**config.mk**
```make
export PLATFORM = sky130hd
export DESIGN_NAME = bcd_subtractor_serial
export DESIGN_NICKNAME = d
export VERILOG_FILES = /design/src/rtl/bcd_subtractor_serial.sv
export SDC_FILE = /design/constraint.sdc
export NUM_CORES = 1
export LEC_CHECK = 0
export CORE_MARGIN = 2
export CORE_UTILIZATION = 47
export DETAILED_ROUTE_END_ITERATION = 7
export GPL_ROUTABILITY_DRIVEN = 1
export PLACE_DENSITY = 0.85
export SLEW_MARGIN = 20
export SYNTH_ARGS = -nofsm -noshare
export SYNTH_HDL_FRONTEND = slang
export SYNTH_SLANG_ARGS = --single-unit
```
**constraint.sdc**
```tcl
create_clock -name clk -period 2.3 [get_ports clk]
set_input_delay 0.46 -clock clk [delete_from_list [all_inputs] [get_ports clk]]
set_output_delay 0.46 -clock clk [all_outputs]
set_load 0.03 [all_outputs]
```
**src/rtl/bcd_subtractor_serial.sv**
```systemverilog
// ---------------------------------------------------------------------------
// bcd_subtractor_serial
//
// Digit-serial packed-BCD subtractor: DIFF = A - B - bin over DIGITS digits.
// It processes one digit per clock, least significant digit first, and
// carries a borrow from each digit into the next.
//
// Optional build macro: BCD_SUB_SIGN_MAG_EN
//   defined   : a negative result gets a second pass that computes
//               0 - result, so diff_bcd holds the magnitude and bout
//               holds the sign.
//   undefined : a negative result stays in 10's-complement form.
//
// Parameters:
//   DIGITS    number of BCD digits per operand (1..8)
//
// Ports:
//   clk       system clock, rising edge
//   rst       asynchronous reset, active-high
//   start     operation request, sampled only in IDLE
//   a_bcd     minuend, packed BCD, digit 0 in bits [3:0]
//   b_bcd     subtrahend, packed BCD
//   bin       borrow into digit 0
//   diff_bcd  registered result, packed BCD
//   bout      final borrow (1 = result negative)
//   busy      high while an operation is in progress
//   done      one-cycle pulse when diff_bcd/bout/error are updated
//   error     an input digit was > 9 in the last operation
// ---------------------------------------------------------------------------
module bcd_subtractor_serial #(
    parameter int DIGITS = 2
) (
    input  logic                clk,
    input  logic                rst,
    input  logic                start,
    input  logic [4*DIGITS-1:0] a_bcd,
    input  logic [4*DIGITS-1:0] b_bcd,
    input  logic                bin,
    output logic [4*DIGITS-1:0] diff_bcd,
    output logic                bout,
    output logic                busy,
    output logic                done,
    output logic                error
);

    localparam int W  = 4 * DIGITS;
    localparam int CW = (DIGITS > 1) ? $clog2(DIGITS) : 1;
    localparam logic [CW-1:0] LAST_CNT = CW'(DIGITS - 1);

`ifdef BCD_SUB_SIGN_MAG_EN
    typedef enum logic [1:0] {
        IDLE   = 2'd0,
        SUB    = 2'd1,
        NEG    = 2'd2,
        FINISH = 2'd3
    } state_t;
`else
    typedef enum logic [1:0] {
        IDLE   = 2'd0,
        SUB    = 2'd1,
        FINISH = 2'd2
    } state_t;
`endif

    state_t state;
    state_t state_next;

    // Working registers. Operands shift right so the digit being processed
    // is always in bits [3:0].
    logic [W-1:0]  a_reg;
    logic [W-1:0]  b_reg;
    logic [W-1:0]  res_reg;
    logic          borrow_reg;
    logic          err_reg;
    logic [CW-1:0] cnt;
`ifdef BCD_SUB_SIGN_MAG_EN
    logic          neg_reg;
`endif

    // Single-digit datapath, shared by the SUB pass and the NEG pass.
    logic [4:0]   t;
    logic         digit_borrow;
    logic [3:0]   digit_val;
    logic [W-1:0] res_next;
    logic         last_digit;
    logic         inputs_bad;

    // Any digit of either operand outside 0..9 makes the operation invalid.
    function automatic logic has_bad_digit(input logic [W-1:0] v);
        logic bad;
        bad = 1'b0;
        for (int i = 0; i < DIGITS; i++) begin
            if (v[4*i +: 4] > 4'd9) begin
                bad = 1'b1;
            end
        end
        return bad;
    endfunction

    always_comb begin
        // NOTE: every signal written here is assigned before any branch, so
        // no path leaves a value unassigned and no latch is inferred.
        t            = {1'b0, a_reg[3:0]} - {1'b0, b_reg[3:0]} - {4'd0, borrow_reg};
        digit_borrow = t[4];
        // A negative 5-bit t wraps correctly: (t mod 16) + 10 mod 16 = t + 10.
        digit_val    = digit_borrow ? (t[3:0] + 4'd10) : t[3:0];
        // New digit enters at the MSD end; after DIGITS shifts digit 0 sits
        // at bits [3:0].
        res_next     = (res_reg >> 4) | (W'(digit_val) << (W - 4));
        last_digit   = (cnt == LAST_CNT);
        inputs_bad   = has_bad_digit(a_bcd) | has_bad_digit(b_bcd);
    end

    // ------------------------------------------------------------------
    // FSM: state register
    // ------------------------------------------------------------------
    always_ff @(posedge clk or posedge rst) begin
        if (rst) begin
            state <= IDLE;
        end else begin
            // NOTE: sequential state uses non-blocking assignments so every
            // register samples pre-edge values regardless of statement order.
            state <= state_next;
        end
    end

    // ------------------------------------------------------------------
    // FSM: next-state logic
    // ------------------------------------------------------------------
    always_comb begin
        state_next = state;
        case (state)
            IDLE: begin
                if (start) begin
                    state_next = inputs_bad ? FINISH : SUB;
                end
            end
            SUB: begin
                if (last_digit) begin
`ifdef BCD_SUB_SIGN_MAG_EN
                    state_next = digit_borrow ? NEG : FINISH;
`else
                    state_next = FINISH;
`endif
                end
            end
`ifdef BCD_SUB_SIGN_MAG_EN
            NEG: begin
                if (last_digit) begin
                    state_next = FINISH;
                end
            end
`endif
            FINISH: begin
                state_next = IDLE;
            end
            default: begin
                state_next = IDLE;
            end
        endcase
    end

    // ------------------------------------------------------------------
    // Datapath and output registers
    // ------------------------------------------------------------------
    always_ff @(posedge clk or posedge rst) begin
        if (rst) begin
            // NOTE: the operand and working registers are reset along with the
            // outputs so that an aborted operation leaves no stale state.
            a_reg      <= '0;
            b_reg      <= '0;
            res_reg    <= '0;
            borrow_reg <= 1'b0;
            err_reg    <= 1'b0;
            cnt        <= '0;
`ifdef BCD_SUB_SIGN_MAG_EN
            neg_reg    <= 1'b0;
`endif
            diff_bcd   <= '0;
            bout       <= 1'b0;
            busy       <= 1'b0;
            done       <= 1'b0;
            error      <= 1'b0;
        end else begin
            done <= 1'b0;
            case (state)
                IDLE: begin
                    if (start) begin
                        a_reg      <= a_bcd;
                        b_reg      <= b_bcd;
                        borrow_reg <= bin;
                        res_reg    <= '0;
                        cnt        <= '0;
                        err_reg    <= inputs_bad;
`ifdef BCD_SUB_SIGN_MAG_EN
                        neg_reg    <= 1'b0;
`endif
                        busy       <= 1'b1;
                    end
                end

                SUB: begin
                    a_reg      <= a_reg >> 4;
                    b_reg      <= b_reg >> 4;
                    borrow_reg <= digit_borrow;
                    res_reg    <= res_next;
                    cnt        <= cnt + CW'(1);
`ifdef BCD_SUB_SIGN_MAG_EN
                    // Negative: set up 0 - result for the magnitude pass.
                    if (last_digit && digit_borrow) begin
                        a_reg      <= '0;
                        b_reg      <= res_next;
                        borrow_reg <= 1'b0;
                        res_reg    <= '0;
                        cnt        <= '0;
                        neg_reg    <= 1'b1;
                    end
`endif
                end

`ifdef BCD_SUB_SIGN_MAG_EN
                NEG: begin
                    a_reg      <= a_reg >> 4;
                    b_reg      <= b_reg >> 4;
                    borrow_reg <= digit_borrow;
                    res_reg    <= res_next;
                    cnt        <= cnt + CW'(1);
                end
`endif

                FINISH: begin
                    busy  <= 1'b0;
                    done  <= 1'b1;
                    error <= err_reg;
                    if (err_reg) begin
                        diff_bcd <= '0;
                        bout     <= 1'b0;
                    end else begin
                        diff_bcd <= res_reg;
`ifdef BCD_SUB_SIGN_MAG_EN
                        bout     <= neg_reg;
`else
                        bout     <= borrow_reg;
`endif
                    end
                end

                default: begin
                    busy <= 1'b0;
                end
            endcase
        end
    end

endmodule
```
==> results list <==
- After synthesis the netlist holds a flip-flop and latch count of 41.
- Maximum clock frequency: 445 MHz
* # setup viols final: 0
- For the final database, setup skew stands at 4.74 ps.
- After clock tree synthesis, the clock-pin slew on the worst setup and hold paths is 70 ps.
* Height of the chip: 68.0 um
* Diodes inserted: 0
- Ratio of cells with drive above 1 in the final layout: 0.106
* Max-slew violation count: 0
* Via count of the first global-routing pass: 1368
* H-tree levels: 2
* First-pass GRT wire length: 6220 um
- Slowest cell on the critical path: dfrtp_1
* Synth Instances: 183
- Initial core utilization: 0.485
- Worst setup path category: flop to flop
* Critical register-to-register path endpoint: res_reg[6]
* Final wirelength: 3720 um
- Of all cell types, the one taking the most synthesized area is dfrtp_1.
- Gpl congestion: 0.898
* Post-route clock period utilization: 0.978
- Relative to the synthesized area, the layout overhead comes to 25.0%.
- Most frequent cell on the critical path: fa_2
- Number of hold-repair buffers added at the cts stage: 0
- Cell family with the largest share of critical-path delay: adder cells
- TritonCTS built the clock tree.
- Most common library cells after synthesis: dfrtp_1 (41), o21ai_0 (21), nand2_1 (18), a21oi_1 (12), nor2_1 (12)
- Setup repair after global routing could not meet its margin everywhere.
- Area of the die: 4620 sq um
* Launching point of the worst reg2reg path: a_reg[0]
- In this run the worst path has a maximum fanout of 4.
- The worst setup path is captured at a flop.
* Warnings from Yosys: 0
- Worst ir drop on vdd: 0.654 mV
* Fraction of post-synthesis cell area in the top cell type by area: 0.533
- The tree built by TritonCTS fans out to 41 sinks.
- Post-synthesis instance area: 1930 sq um
- Startpoint types: flop
- At the pin with the least slew margin, the transition time is 569 ps.
- Synth Flop Type: dfrtp_1
- During placement, the flow inserted port buffers numbering 31.
* Clock Latency Late Sink: 290 ps
- The pre-antenna-repair detailed-routing pass consisted of 4 iterations.
* Critical path data required time: 2460 ps
- Clock Tree Buf Depth: 2
- Area occupied by registers: 1030 sq um
- Counting cells, the worst reg-to-reg path comes to 8.
- The detailed router finished its first iteration with 86 violations.
* Boundary pin count: 32
- The routed design could run at a clock period as short as 2250 ps.
- Total vias in the final route: 1400
- The flow ran to the end, and the final reports show no timing, DRC or antenna violations.
- For this run, the register share of the synthesized area comes to 0.533.
* Main area contributors after synthesis: dfrtp_1 (53%), o21ai_0 (5.5%), a22o_1 (5.0%)
- The number of antenna violations at the first check in global routing came to 0.
- The count of endpoints failing hold in the final timing report was 0.
- Post-DP HPWL: 2600 um
* Net count after synthesis: 212
* Remaining Overflow, GRT: 0
- Across every metal layer, demand over resource in global routing totals 0.191.
- Counting both buffers and inverters, the worst setup path holds a total of 1.
- Floorplan die width: 68.0 um
* Mean routed wirelength per cell: 13.9 um
* Worst setup slack after placement: -85.8 ps
* Cell with the most instances after synthesis: dfrtp_1
- DRC violations left: 0
* Layout filler cell count: 354
- The startpoint identified for the worst hold timing path is diff_bcd[1].
- Post-Syn Area per Cell: 10.5 sq um
- Max-cap violations: 0
- Cells along the critical path: fa_2 > fa_2 > nand2b_4 > a21oi_4 > xnor2_2 > buf_4 > mux2i_1 > o21ai_1
* Detail Route Antenna Nets: 0
- In this design, the stage delay of the slowest critical-path cell is 410 ps.
* Std cell rows: 23
- Endpoint, Worst Hold: diff_bcd[1]
- Root buffer cell: clkbuf_8
- Counting distinct cell types in the post-synthesis netlist gives 31.
- In the routed layout, each cell is associated on average with a via count of 5.22.
- Data on the critical path arrives at its endpoint at 2410 ps.
* Largest net degree at the start of global routing: 42
* Placeable core region: 3970 sq um
* Power density cells: 1400 nW/um^2
- Final hold analysis gives a worst-case slack of 480 ps.
* Net count reported at finish: 246
- Across all setup checks in the final design, the least slack found is 50.6 ps.
- Total clock buffers created by CTS: 5
* Proportion of register bits with asynchronous set or reset after synthesis: 1.00
- The setup check on the worst reg-to-reg path leaves a slack of 50 ps.
- Max-Slew Margin vs Limit: 0.620
* Area used by multi-input combinational logic: 847 sq um
- The tightest min-delay check is of the flop to flop type.
* Cell count of the worst hold path: 2
- Number of enable flip-flop cells after synthesis: 0
* Static leakage: 0.00109 uW
-- cell families (layout without fill, tap and decap cells) --
| group | count (synthesis) | in the layout | synth area share |
|---|---|---|---|
| xor+xnor | 5 | 5 | 0.0266 |
| buf+inv | 20 | 55 | 0.0416 |
| compound gates | 50 | 50 | 0.164 |
| flops | 41 | 41 | 0.533 |
| fa+ha+maj | 9 | 9 | 0.0663 |
| simple gates | 52 | 52 | 0.137 |
| mux | 6 | 6 | 0.0318 |
-- timing repair --
item	CTS	global route
pin swaps	2	4
cloned	0	0
gates resized for setup	2	7
setup buffers	0	0
endpoints found under the setup margin	3	3
hold endpoints to repair	0	0
-- worst reg2reg max path, cell delays in order (launching register included) --
cell,delay (ps)
dfrtp_1,410
fa_2,390
fa_2,380
nand2b_4,160
a21oi_4,170
xnor2_2,170
buf_4,170
mux2i_1,200
o21ai_1,80
-- where the power goes --
part | switching, uW | internal [uW]
Clock | 237 | 210
Sequential | 169 | 961
Combinational | 956 | 833
-- layout by cell type (no fill, tap or decap), types with 2 or more instances in the layout --
master / count
a21oi_1: 12
mux2i_1: 5
nand2b_1: 9
nand2_1: 18
clkbuf_8: 5
nor2_1: 12
a22o_1: 11
clkdlybuf4s50_1: 31
clkinv_2: 2
fa_2: 2
inv_1: 10
dfrtp_1: 41
a21o_1: 2
nor2_4: 2
ha_1: 7
o21ai_0: 18
xor2_1: 2
nor2b_1: 2
and2_1: 2
buf_4: 5
o21ai_1: 3
-- layer usage --
layer | share of wire | GRT usage | routed length, um | vias up
met5 | 0 | 0 | 0 | -
li1 | - | - | - | 686
met1 | 0.43 | 0.237 | 1620 | 667
met3 | 0.049 | 0.0641 | 182 | 7
met2 | 0.49 | 0.303 | 1840 | 40
met4 | 0.021 | 0.0825 | 79 | 0
-- stage by stage --
| stage | TNS (ps) | area, sq um | power (uW) | utilization | std cells |
|---|---|---|---|---|---|
| 2_1_floorplan | 0 | 1930 | 2310 | - | 183 |
| 3_3_place_gp | 0 | 2300 | 2690 | 0.578 | 260 |
| 3_5_place_dp | -171 | 2300 | 2790 | 0.578 | 260 |
| 4_1_cts | 0 | 2380 | 3270 | 0.601 | 268 |
| 5_1_grt | -43.4 | 2410 | 3650 | 0.606 | 268 |
| 6_report | 0 | 2410 | 3370 | 0.606 | 268 |
-- how the worst max path moves through the flow --
stage / from / to / slack (ps) / cells after the start
after floorplan: a_reg[0] / res_reg[7] / 20 / 7
after CTS: a_reg[0] / res_reg[6] / 20 / 8
after global placement: a_reg[0] / res_reg[7] / 3 / 7
final: a_reg[0] / res_reg[6] / 50 / 8
after global routing: b_reg[0] / res_reg[6] / -30 / 9
after detailed placement: a_reg[0] / res_reg[6] / -90 / 8
-- layout make-up --
cell class | instances | area share
Sequential cell | 41 | 0.426
Clock buffer | 6 | 0.0301
Tap cell | 50 | 0.0260
Inverter | 11 | 0.0172
Multi-Input combinational cell | 122 | 0.352
Clock inverter | 2 | 0.00416
Timing Repair Buffer | 36 | 0.144
(Power assumes the default switching activity.)
